**config.mk**
```make
export PLATFORM = sky130hd
export DESIGN_NAME = bus_arbiter
export DESIGN_NICKNAME = d
export VERILOG_FILES = /design/src/rtl/bus_arbiter_pkg.sv /design/src/rtl/bus_arbiter.sv
export SDC_FILE = /design/constraint.sdc
export NUM_CORES = 1
export LEC_CHECK = 0
export ABC_AREA = 1
export CAP_MARGIN = 25
export CORE_AREA = 2 2 39 41
export DETAILED_ROUTE_END_ITERATION = 6
export DIE_AREA = 0 0 41 43
export PLACE_DENSITY_LB_ADDON = 0.12
export SYNTH_ARGS = -nofsm -noshare
export SYNTH_HDL_FRONTEND = slang
export SYNTH_SLANG_ARGS = --single-unit
```
**constraint.sdc**
```tcl
create_clock -name clk -period 2 [get_ports clk]
set_input_delay 0.4 -clock clk [delete_from_list [all_inputs] [get_ports clk]]
set_output_delay 0.4 -clock clk [all_outputs]
set_load 0.03 [all_outputs]
```
**src/rtl/bus_arbiter_pkg.sv**
```systemverilog
// ---------------------------------------------------------------------------
// bus_arbiter_pkg : shared bus constants, grant codes and arbiter state type
// Revision 1.0
// ---------------------------------------------------------------------------
`default_nettype none

package bus_arbiter_pkg;

  localparam int SLAVE_SEL_W = 2;

  localparam logic [1:0] GNT_NONE = 2'b00;
  localparam logic [1:0] GNT_M1   = 2'b01;
  localparam logic [1:0] GNT_M2   = 2'b10;

  typedef enum logic [1:0] {
    ST_IDLE   = 2'd0,
    ST_M1_OWN = 2'd1,
    ST_M2_OWN = 2'd2
  } arb_state_t;

endpackage

`default_nettype wire

```
**src/rtl/bus_arbiter.sv**
```systemverilog
// ---------------------------------------------------------------------------
// bus_arbiter : two-master fixed-priority non-preemptive bus arbiter
// Revision 1.0
// ---------------------------------------------------------------------------
`default_nettype none

module bus_arbiter
  import bus_arbiter_pkg::*;
#(
  parameter int SLAVE_SEL_W = bus_arbiter_pkg::SLAVE_SEL_W
) (
  input  logic                   clk,
  input  logic                   rst,
  input  logic                   m1_request,
  input  logic                   m2_request,
  input  logic [SLAVE_SEL_W-1:0] m1_slave_sel,
  input  logic [SLAVE_SEL_W-1:0] m2_slave_sel,
  output logic                   m1_grant,
  output logic                   m2_grant,
  output logic                   arbiter_busy,
  output logic [1:0]             bus_grant,
  output logic [SLAVE_SEL_W-1:0] slave_sel
);

  arb_state_t state;
  arb_state_t next_state;

  // The owner keeps the bus while its request is held; on release the
  // other master takes over directly if it is waiting.
  always_comb begin
    next_state = state;
    case (state)
      ST_IDLE: begin
        if (m1_request)      next_state = ST_M1_OWN;
        else if (m2_request) next_state = ST_M2_OWN;
        else                 next_state = ST_IDLE;
      end
      ST_M1_OWN: begin
        if (!m1_request) next_state = m2_request ? ST_M2_OWN : ST_IDLE;
      end
      ST_M2_OWN: begin
        if (!m2_request) next_state = m1_request ? ST_M1_OWN : ST_IDLE;
      end
      default: next_state = ST_IDLE;
    endcase
  end

  always_ff @(posedge clk or posedge rst) begin
    if (rst) begin
      state        <= ST_IDLE;
      m1_grant     <= 1'b0;
      m2_grant     <= 1'b0;
      arbiter_busy <= 1'b0;
      bus_grant    <= GNT_NONE;
      slave_sel    <= '0;
    end else begin
      state        <= next_state;
      m1_grant     <= (next_state == ST_M1_OWN);
      m2_grant     <= (next_state == ST_M2_OWN);
      arbiter_busy <= (next_state != ST_IDLE);
      bus_grant    <= (next_state == ST_M1_OWN) ? GNT_M1 :
                      (next_state == ST_M2_OWN) ? GNT_M2 : GNT_NONE;
      // Select is captured only when ownership changes hands.
      if (next_state == ST_M1_OWN && state != ST_M1_OWN)
        slave_sel <= m1_slave_sel;
      else if (next_state == ST_M2_OWN && state != ST_M2_OWN)
        slave_sel <= m2_slave_sel;
      else if (next_state == ST_IDLE)
        slave_sel <= '0;
    end
  end

endmodule

`default_nettype wire

```
==> summary.log <==
[run_status] outcome finished, final reports clean
[timing] highest achievable clock rate 602 MHz
[timing] # setup viols final 0
[clocking] maximum root-to-sink buffer count 2
[global_route] overall fraction of global-route tracks in use 9.62%
[routing] via total after detailed routing 282
[clocking] clock tree from TritonCTS done
[setup_path] cell type group with the largest total delay on the critical path buffers and inverters
[setup_path] delay of the slowest cell on the worst path 0.68 ns
[clocking] cells resized by post-CTS repair 0
[clocking] CTS clock-pin slew for the worst setup and hold paths 0.05 ns
[global_route] total grt overflow 0
[floorplan] io pins 15
[setup_path] endpoint kind of the worst setup timing path primary output
[global_route] wire length of the first global-routing pass 1.06 mm
[setup_path] chain of cells forming the critical path clkdlybuf4s50_1
[logic_synthesis] Synth Net Count 43
[run] number of max-cap violations 0
[power_and_ir_drop] Power Dens Cells 805 nW/um^2
[floorplan] overall die width 41 um
[final_layout] layout cell share with drive strength beyond 1 13.7%
[floorplan] total number of placement rows 14
[routing] total routed wirelength 656 um
[global_route] via count of the first global-routing pass 267
[routing] Avg WL per Cell 9.79 um
[logic_synthesis] proportion of synthesized chip area in sequential cells 54.5%
[setup_path] arrival time of the worst setup path 1.26 ns
[timing] Tightest Pin Transition 0.322 ns
[global_route] number of antenna violations at the first check in global routing 0
[timing] headroom to the max-slew limit 78.5%
[power_and_ir_drop] leakage power of the design 0.228 nW
[clocking] count of hold-fix buffers inserted at cts 0
[setup_path] worst setup path category reg2out
[final_layout] Area Growth Syn to Fin 53.3%
[final_layout] fillcell total 139
[logic_synthesis] mean cell area of the mapped netlist 9.19 sq um
[logic_synthesis] count of synthesis-stage warnings from yosys 0
[floorplan] height of the die 43 um
[timing] setup TNS 0 ns
[timing] ratio of final minimum period to clock period 83.1%
[timing] setup repair after global routing missed its margin false
[timing] shortest clock period the worst path allows after layout 1.66 ns
[setup_path] Max stage delay cell, worst path sky130_fd_sc_hd__clkdlybuf4s50_1
[clocking] Setup Buffers After CTS 0
[logic_synthesis] gate count after technology mapping 35
[clocking] cell chosen for the clock root sky130_fd_sc_hd__clkbuf_4
[logic_synthesis] top cells by instance count after synthesis sky130_fd_sc_hd__dfrtp_1, sky130_fd_sc_hd__nand2_1, sky130_fd_sc_hd__nand3_1
[logic_synthesis] number of flops mapped to enable cells by yosys 0
[final_layout] antenna diode instance count 0
[clocking] total clock sinks 7
[clocking] total clock buffers created by CTS 3
[floorplan] area of the die 1760 sq um
[logic_synthesis] post-synthesis cell type with the largest combined area sky130_fd_sc_hd__dfrtp_1
[hold_path] worst min-delay path class in2async
[place] post-detail-place hpwl 560 um
[setup_path] buffers plus inverters on the worst setup path 1
[timing] Final Hold Fails 0
[clocking] worst-skew pair later-pin latency 0.24 ns
[timing] final count of pins violating max slew 0
[final_layout] Layout Cell Area excl Fill 493 sq um
[place] final weighted congestion in routability-driven placement 0.829
[routing] Iter 0 DRT Violations 3
[setup_path] kind of launch point of the worst setup path flip-flop
[place] placed cell area 467 sq um
[setup_path] maximum fanout along the worst path 2
[final_layout] number of nets in the layout 60
[clocking] H-tree depth 1
[routing] Vias per Instance 4.21
[routing] Antenna Violating Nets Remaining 0
[logic_synthesis] distinct cell type count after synthesis 11
[floorplan] Initial Utilization 23.2%
[logic_synthesis] asr flop ratio synth 100%
[timing] Setup Skew 0.00273 ns
[global_route] largest net degree at the start of global routing 8
[logic_synthesis] fraction of post-synthesis cell area in the top cell type by area 54.5%
[logic_synthesis] number of flip-flops and latches in the synthesized netlist 7
[logic_synthesis] ys flop type sky130_fd_sc_hd__dfrtp_1
[routing] number of optimization iterations in the first detailed-route pass 2
[floorplan] core box area 1380 sq um
[setup_path] Data required, critical path 1.60 ns
[place] # port buffers 14
[routing] Remaining DRCs 0
[power_and_ir_drop] worst vdd ir 355 uV
[logic_synthesis] post-synth design cell area 322 sq um
[logic_synthesis] top cells by area in the synthesized netlist sky130_fd_sc_hd__dfrtp_1, sky130_fd_sc_hd__nand3_1, sky130_fd_sc_hd__nand2_1
state kept, by name, summed over array words and instances, names as in the netlist:
name and flops:
arbiter_busy 1, bus_grant 2, slave_sel 2, state 2
power by group:
part	switching [mW]	total (mW)	internal (mW)
clock network	0.0459	0.122	0.0757
registers	0.0105	0.167	0.157
logic	0.0592	0.108	0.0485
worst register-to-register path: stages, from the launching register on:
cell and delay (ns):
sky130_fd_sc_hd__dfrtp_1 0.43, sky130_fd_sc_hd__nor3b_2 0.29, sky130_fd_sc_hd__nand2_1 0.10, sky130_fd_sc_hd__nand3_1 0.09
layer usage:
| layer | wire (um) | global-route usage, % |
|---|---|---|
| met1 | 222 | 8.91 |
| met5 | 0 | 0 |
| met3 | 59 | 7.85 |
| met4 | 0 | 2.00 |
| met2 | 374 | 15.6 |
worst paths after layout:
check	startpoint	endpoint	slack, ns	cells after the start
worst min-delay path	rst	bus_grant[0]$_DFF_PP0_	0.39	2
min in group clk	slave_sel[0]$_DFFE_PP0P_	slave_sel[0]$_DFFE_PP0P_	0.50	2
worst max-delay path	slave_sel[0]$_DFFE_PP0P_	slave_sel[0]	0.34	1
worst min register to register	slave_sel[0]$_DFFE_PP0P_	slave_sel[0]$_DFFE_PP0P_	0.50	2
worst max register to register	state[1]$_DFF_PP0_	slave_sel[0]$_DFFE_PP0P_	1.03	3
max in group asynchronous	rst	slave_sel[0]$_DFFE_PP0P_	1.40	2
area by class of cell:
class,count,area [sq um],share of cell area (%)
inverters,5,18.8,3.81
repair buffers,14,140,28.4
multi-input cells,21,113,22.8
clock buffers,4,26.3,5.33
well taps,16,20.0,4.06
flip-flops and latches,7,175,35.5
cells by family (layout without fill, tap and decap cells):
logic type | count (synthesis) | after routing | synth area share (%)
AOI/OAI and AO/OA | 3 | 3 | 6.61
DFF | 7 | 7 | 54.5
buffers and inverters | 7 | 23 | 10.5
and+or+nand+nor | 18 | 18 | 28.4
through the flow:
step	power [mW]	cells	hold WS (ns)	setup slack, ns	utilization (%)
after CTS	0.406	67	0.396	0.325	35.6
after detailed placement	0.279	63	0.492	0.524	33.7
final	0.397	67	0.388	0.338	35.6
after global routing	0.422	67	0.403	0.290	35.6
after floorplan	0.231	35	0.203	0.897	-
after global placement	0.278	63	0.488	0.581	33.7
cells in the final DEF, fill, tap and decap left out:
cell                               n
sky130_fd_sc_hd__clkbuf_1          1
sky130_fd_sc_hd__clkbuf_4          3
sky130_fd_sc_hd__clkdlybuf4s50_1  14
sky130_fd_sc_hd__dfrtp_1           7
sky130_fd_sc_hd__inv_1             5
sky130_fd_sc_hd__nand2_1           7
sky130_fd_sc_hd__nand2_2           2
sky130_fd_sc_hd__nand3_1           6
sky130_fd_sc_hd__nor2_1            1
sky130_fd_sc_hd__nor2_2            1
sky130_fd_sc_hd__nor3b_2           1
sky130_fd_sc_hd__o21bai_1          2
sky130_fd_sc_hd__o22ai_1           1
Note: power is estimated with default switching activity, not from simulation.
==> edit 1, RTL diff (same flow settings) <==
Re-encode `arb_state_t` (3 states) as one-hot, 3 bits wide.
--- a/src/rtl/bus_arbiter_pkg.sv
+++ b/src/rtl/bus_arbiter_pkg.sv
@@ -12,10 +12,10 @@
   localparam logic [1:0] GNT_M1   = 2'b01;
   localparam logic [1:0] GNT_M2   = 2'b10;
 
-  typedef enum logic [1:0] {
-    ST_IDLE   = 2'd0,
-    ST_M1_OWN = 2'd1,
-    ST_M2_OWN = 2'd2
+  typedef enum logic [2:0] {
+    ST_IDLE   = 3'b001,
+    ST_M1_OWN = 3'b010,
+    ST_M2_OWN = 3'b100
   } arb_state_t;
 
 endpackage
Check against the original RTL: no difference found for any inputs over 10 cycles, from zero or initial values and one cycle with rst high; not proved beyond that.
==> edit 1 against the original RTL <==
Combinational power grew to 4.9 times the old value. Cell area up 30%. Clock skew up 0.0038 ns. Setup slack lost 0.018 ns. Clock power is 15% higher. Core utilization increased by 11 points. Sequential share of layout area decreased by 0.25 points. Total power grew to 2.5 times the old value. Die area unchanged. Area after synthesis rose by 44%. Sequential cell count increased by 2. Routed wire length increased by 31%. Critical endpoint unchanged. Highest routed layer is now met4.
==> edit 1: results (changes against the original RTL) <==
[run_status]
outcome = complete, no violations

[power_and_ir_drop]
ir_drop_uv = 576  ; +62%
power_leakage_nw = 0.338  ; +48%

[global_route]
grt_pass1_wl_um = 1520  ; +43%
gr-usage-all-layers_pct = 13.4  ; +3.8 points
first_global_vias = 355  ; +33%
grt_max_degree = 10  ; +2

[detailed_routing]
avgRoutedWirePerCell_um = 9.78  ; about the same
initialDrtViolationCount = 6  ; +3
routed-via-count = 390  ; +38%

[cts]
cts.clk_slew.worst_paths_ns = 0.06
h-tree-depth = 1  ; unchanged
clk_latency_ns = 0.26  ; +0.02 ns
root_buffer = clkbuf_4
ctsResizeCount = 0  ; unchanged
cts_buffer_depth = 2  ; unchanged

[worst_setup_path]
r2r_end = slave_sel[1]
critPathSlowestCell = clkdlybuf4s50_1
path_max_fanout = 2  ; unchanged
crit_arrival_ns = 1.28  ; +0.02 ns
r2r_start = state[0]
reg2regPathDepth = 9  ; +6
rrSetupSlack_ns = 0.67  ; -0.36 ns

[finish]
drive_gt1_share_pct = 20.8  ; +7.1 points
reg_top3 = state x3, bus_grant x2, slave_sel x2
layout.nets = 81  ; +35%

[synth]
yosys-top-cells-count = nand2_1, dfrtp_1, inv_1, nand2_2
synth_ff_type = dfrtp_1
yosysSeqAreaShare_pct = 48.9  ; -5.6 points
async_reset_ff_share_pct = 100  ; unchanged
ys_types = 16  ; +5
yosysWarnings = 0  ; unchanged
syn-num-nets = 63  ; +47%
yosys-top-cells-area = dfrtp_1, nand2_1, inv_1, dfstp_2, nand2_2

[placed_design]
place_congestion = 0.682  ; -18%
dp.final_hpwl_um = 667  ; +19%

[sta]
fin_worst_skew_ns = 0.00649  ; +0.00376 ns
worstMarginPinSlew_ns = 0.346  ; +0.0247 ns

==> edit 1: worst max path at each step <==
stage                       from            to  cells after the start
floorplan               state[0]  slave_sel[0]                      9
global placement      m1_request  slave_sel[1]                     10
detailed placement    m1_request  slave_sel[0]                     10
CTS                 slave_sel[0]  slave_sel[0]                      1
finish              slave_sel[0]  slave_sel[0]                      1
global route        bus_grant[0]  bus_grant[0]                      1
==> edit 1: power by group <==
| group | internal [W] | switching [W] |
|---|---|---|
| sequential | 0.000267 | 0.0000562 |
| clock | 0.0000768 | 0.0000634 |
| combinational | 0.000209 | 0.000320 |
==> edit 1: logic make-up after synthesis <==
kind of cell           after synthesis  synth area share, %
and+or+nand+nor                     30                 33.2
AOI/OAI and AO/OA                    6                 8.92
buffers and inverters               10                 8.92
DFF                                  9                 48.9
==> edit 1: cell type report <==
class                           count  area [µm²]
Multi-Input combinational cell     36         195
Timing Repair Buffer               14         140
Fill cell                         147         742
Clock buffer                        4        26.3
Inverter                            9        33.8
Sequential cell                     9         226
Tap cell                           16        20.0
==> edit 1: per-stage QoR <==
step	hold WS (ns)	cell area (µm²)	worst slack, ns	total power (W)	std cells
floorplan	0.227	463	0.776	0.000696	55
global placement	0.489	616	0.336	0.000857	84
detailed placement	0.494	616	0.330	0.000865	84
CTS	0.396	642	0.307	0.00101	88
global route	0.436	642	0.261	0.00107	88
finish	0.395	642	0.320	0.000992	88
==> edit 1: metal layers <==
metal	GRT usage [%]	vias to the layer above	share of wire [%]
met5	0	-	0
met4	12.0	0	1.0
met3	3.66	2	4.5
met2	16.6	9	49
met1	18.2	173	45
li1	-	206	-
==> edit 2, RTL diff (config.mk and constraints unchanged) <==
Without the edit above. Set the package constant `SLAVE_SEL_W` to 1 (it was 2).
--- a/src/rtl/bus_arbiter_pkg.sv
+++ b/src/rtl/bus_arbiter_pkg.sv
@@ -6,7 +6,7 @@
 
 package bus_arbiter_pkg;
 
-  localparam int SLAVE_SEL_W = 2;
+  localparam int SLAVE_SEL_W = 1;
 
   localparam logic [1:0] GNT_NONE = 2'b00;
   localparam logic [1:0] GNT_M1   = 2'b01;
Ports: changed (resized m1_slave_sel, m2_slave_sel and slave_sel); port bits go from 15 to 12. No check against the original RTL was run, so the function may have changed too.
==> edit 2 against the original RTL <==
Routed wire length down 17%. Cell count down 12%. Combinational power down 21%. First-iteration DRC count up 33%. Count of clock-buffer cells in the layout unchanged. Area after synthesis down 10%. Setup slack better by 0.0072 ns. Hold slack about the same. Sequential cell count unchanged. Total power down 5.0%. Cell area down 11%. Non-clock buffer count down 3. Critical path type unchanged. Critical endpoint is now slave_sel.
==> edit 2: results (changes against the original RTL) <==
[global_route]
first_global_vias = 186  ; -30%
antenna_found_initial = 0  ; unchanged
grt_max_degree = 8  ; unchanged
grt_pass1_wl_um = 759  ; -29%
gr-usage-all-layers_pct = 7.37  ; -2.2 points

[placed_design]
dpl_worst_slack_ns = 0.577  ; +0.0524 ns
placedCellCount = 55  ; -13%
dp.final_hpwl_um = 424  ; -24%
place_area_um2 = 412  ; -12%
place_congestion = 0.752  ; -9.3%
portBuffers = 11  ; -3

[detailed_routing]
avgViaCountPerCell = 4.02  ; -4.6%
initialDrtViolationCount = 4  ; +1
wirelength_um = 545  ; -17%
drt-pass1-iter-count = 4  ; +2

[cts]
post_cts_buffers = 0  ; unchanged
root_buffer = clkbuf_4
tritoncts = done
cts.clk_slew.worst_paths_ns = 0.05  ; about the same
holdBufCountCts = 0  ; unchanged
clk_latency_ns = 0.25
cts_buffer_depth = 2  ; unchanged
h-tree-depth = 1  ; unchanged
ctsResizeCount = 0  ; unchanged
numCtsBuffers = 3  ; unchanged

[worst_setup_path]
slowest_delay_ns = 0.67
reg2regPathDepth = 4  ; +1
r2r_end = slave_sel
r2r_start = state[0]
critPathSlowestCell = clkdlybuf4s50_1
critical_path.top_delay_family = buffers and inverters
crit_arrival_ns = 1.25
worstSetupStartpoint = slave_sel
crit_end = slave_sel
rrSetupSlack_ns = 1.06  ; +0.03 ns
path_max_fanout = 2  ; unchanged

[synth]
async_reset_ff_share_pct = 100  ; unchanged
yosys-top-cells-count = dfrtp_1, inv_1, nand2_1, nor2_1
yosysWarnings = 0  ; unchanged
syn_inst = 29  ; -17%
yosysSeqAreaShare_pct = 60.6  ; +6.1 points
syn-num-nets = 35  ; -19%
ys_types = 10  ; -1
yosys-top-cells-area = dfrtp_1, inv_1, o21ai_2, nand2_1, nand4_1

[finish]
drive_gt1_share_pct = 14.0  ; +0.23 points
fillers = 146  ; +5.0%
reg_top3 = bus_grant x2, state x2
layout.nets = 50  ; -17%
antenna_cells = 0  ; unchanged
fin_cells = 59  ; -12%

[run_status]
outcome = complete, no violations

[sta]
period_share_pct = 82.7  ; -0.36 points
slew_headroom_pct = 79.2  ; +0.71 points
fin_worst_skew_ns = 0.000989  ; -0.00175 ns

[power_and_ir_drop]
power_leakage_nw = 0.210  ; -8.0%
ir_drop_uv = 255  ; -28%

[min_path]
min_path_type = in2async

## edit 2: changes by cell type after synthesis, moves of 2 or more
cell / change
nand3_1: -4
nand2_1: -3
nand2_2: -2
nand4_1: +2
nor2_1: +2
o21ai_0: +2
o21ai_2: +2
o21bai_1: -2
## edit 2: cell type report
cell class	count	share of cell area, %
tap	16	4.57
sequential	7	40.0
clock buffer	4	6.00
multi-input combinational	16	20.0
timing repair buffer	11	25.1
inverter	5	4.29
## edit 2: how the worst min path moves through the flow
stage,to,slack (ns),cells after the start
3_5_place_dp,slave_sel,0.50,2
3_3_place_gp,slave_sel,0.49,2
4_1_cts,arbiter_busy,0.39,2
5_1_grt,state[1],0.41,2
6_report,arbiter_busy,0.39,2
2_1_floorplan,arbiter_busy,0.20,1
## edit 2: report_power, final
part           leakage, nW  internal, W  switching (W)
logic                0.108    0.0000380      0.0000476
clock network       0.0150    0.0000760      0.0000507
registers           0.0871     0.000156     0.00000891
## edit 2: layer usage
layer	global-route usage, %	part of all wire, %	vias up
met5	0	0	-
met4	6.00	0	0
met3	4.71	9.9	0
met2	9.06	47	8
met1	8.52	43	106
li1	-	-	123
## edit 2: logic make-up (layout without fill, tap and decap cells)
family / count (synthesis) / after routing / share of synthesized area, %
compound gates: 4 / 4 / 9.53
buf+inv: 6 / 20 / 9.09
flops: 7 / 7 / 60.6
simple gates: 12 / 12 / 20.8
## edit 2: metrics by stage
step | power, W | utilization (%)
6_report | 0.000377 | 31.6
5_1_grt | 0.000406 | 31.6
4_1_cts | 0.000385 | 31.6
3_5_place_dp | 0.000254 | 29.7
3_3_place_gp | 0.000252 | 29.7
2_1_floorplan | 0.000215 | -
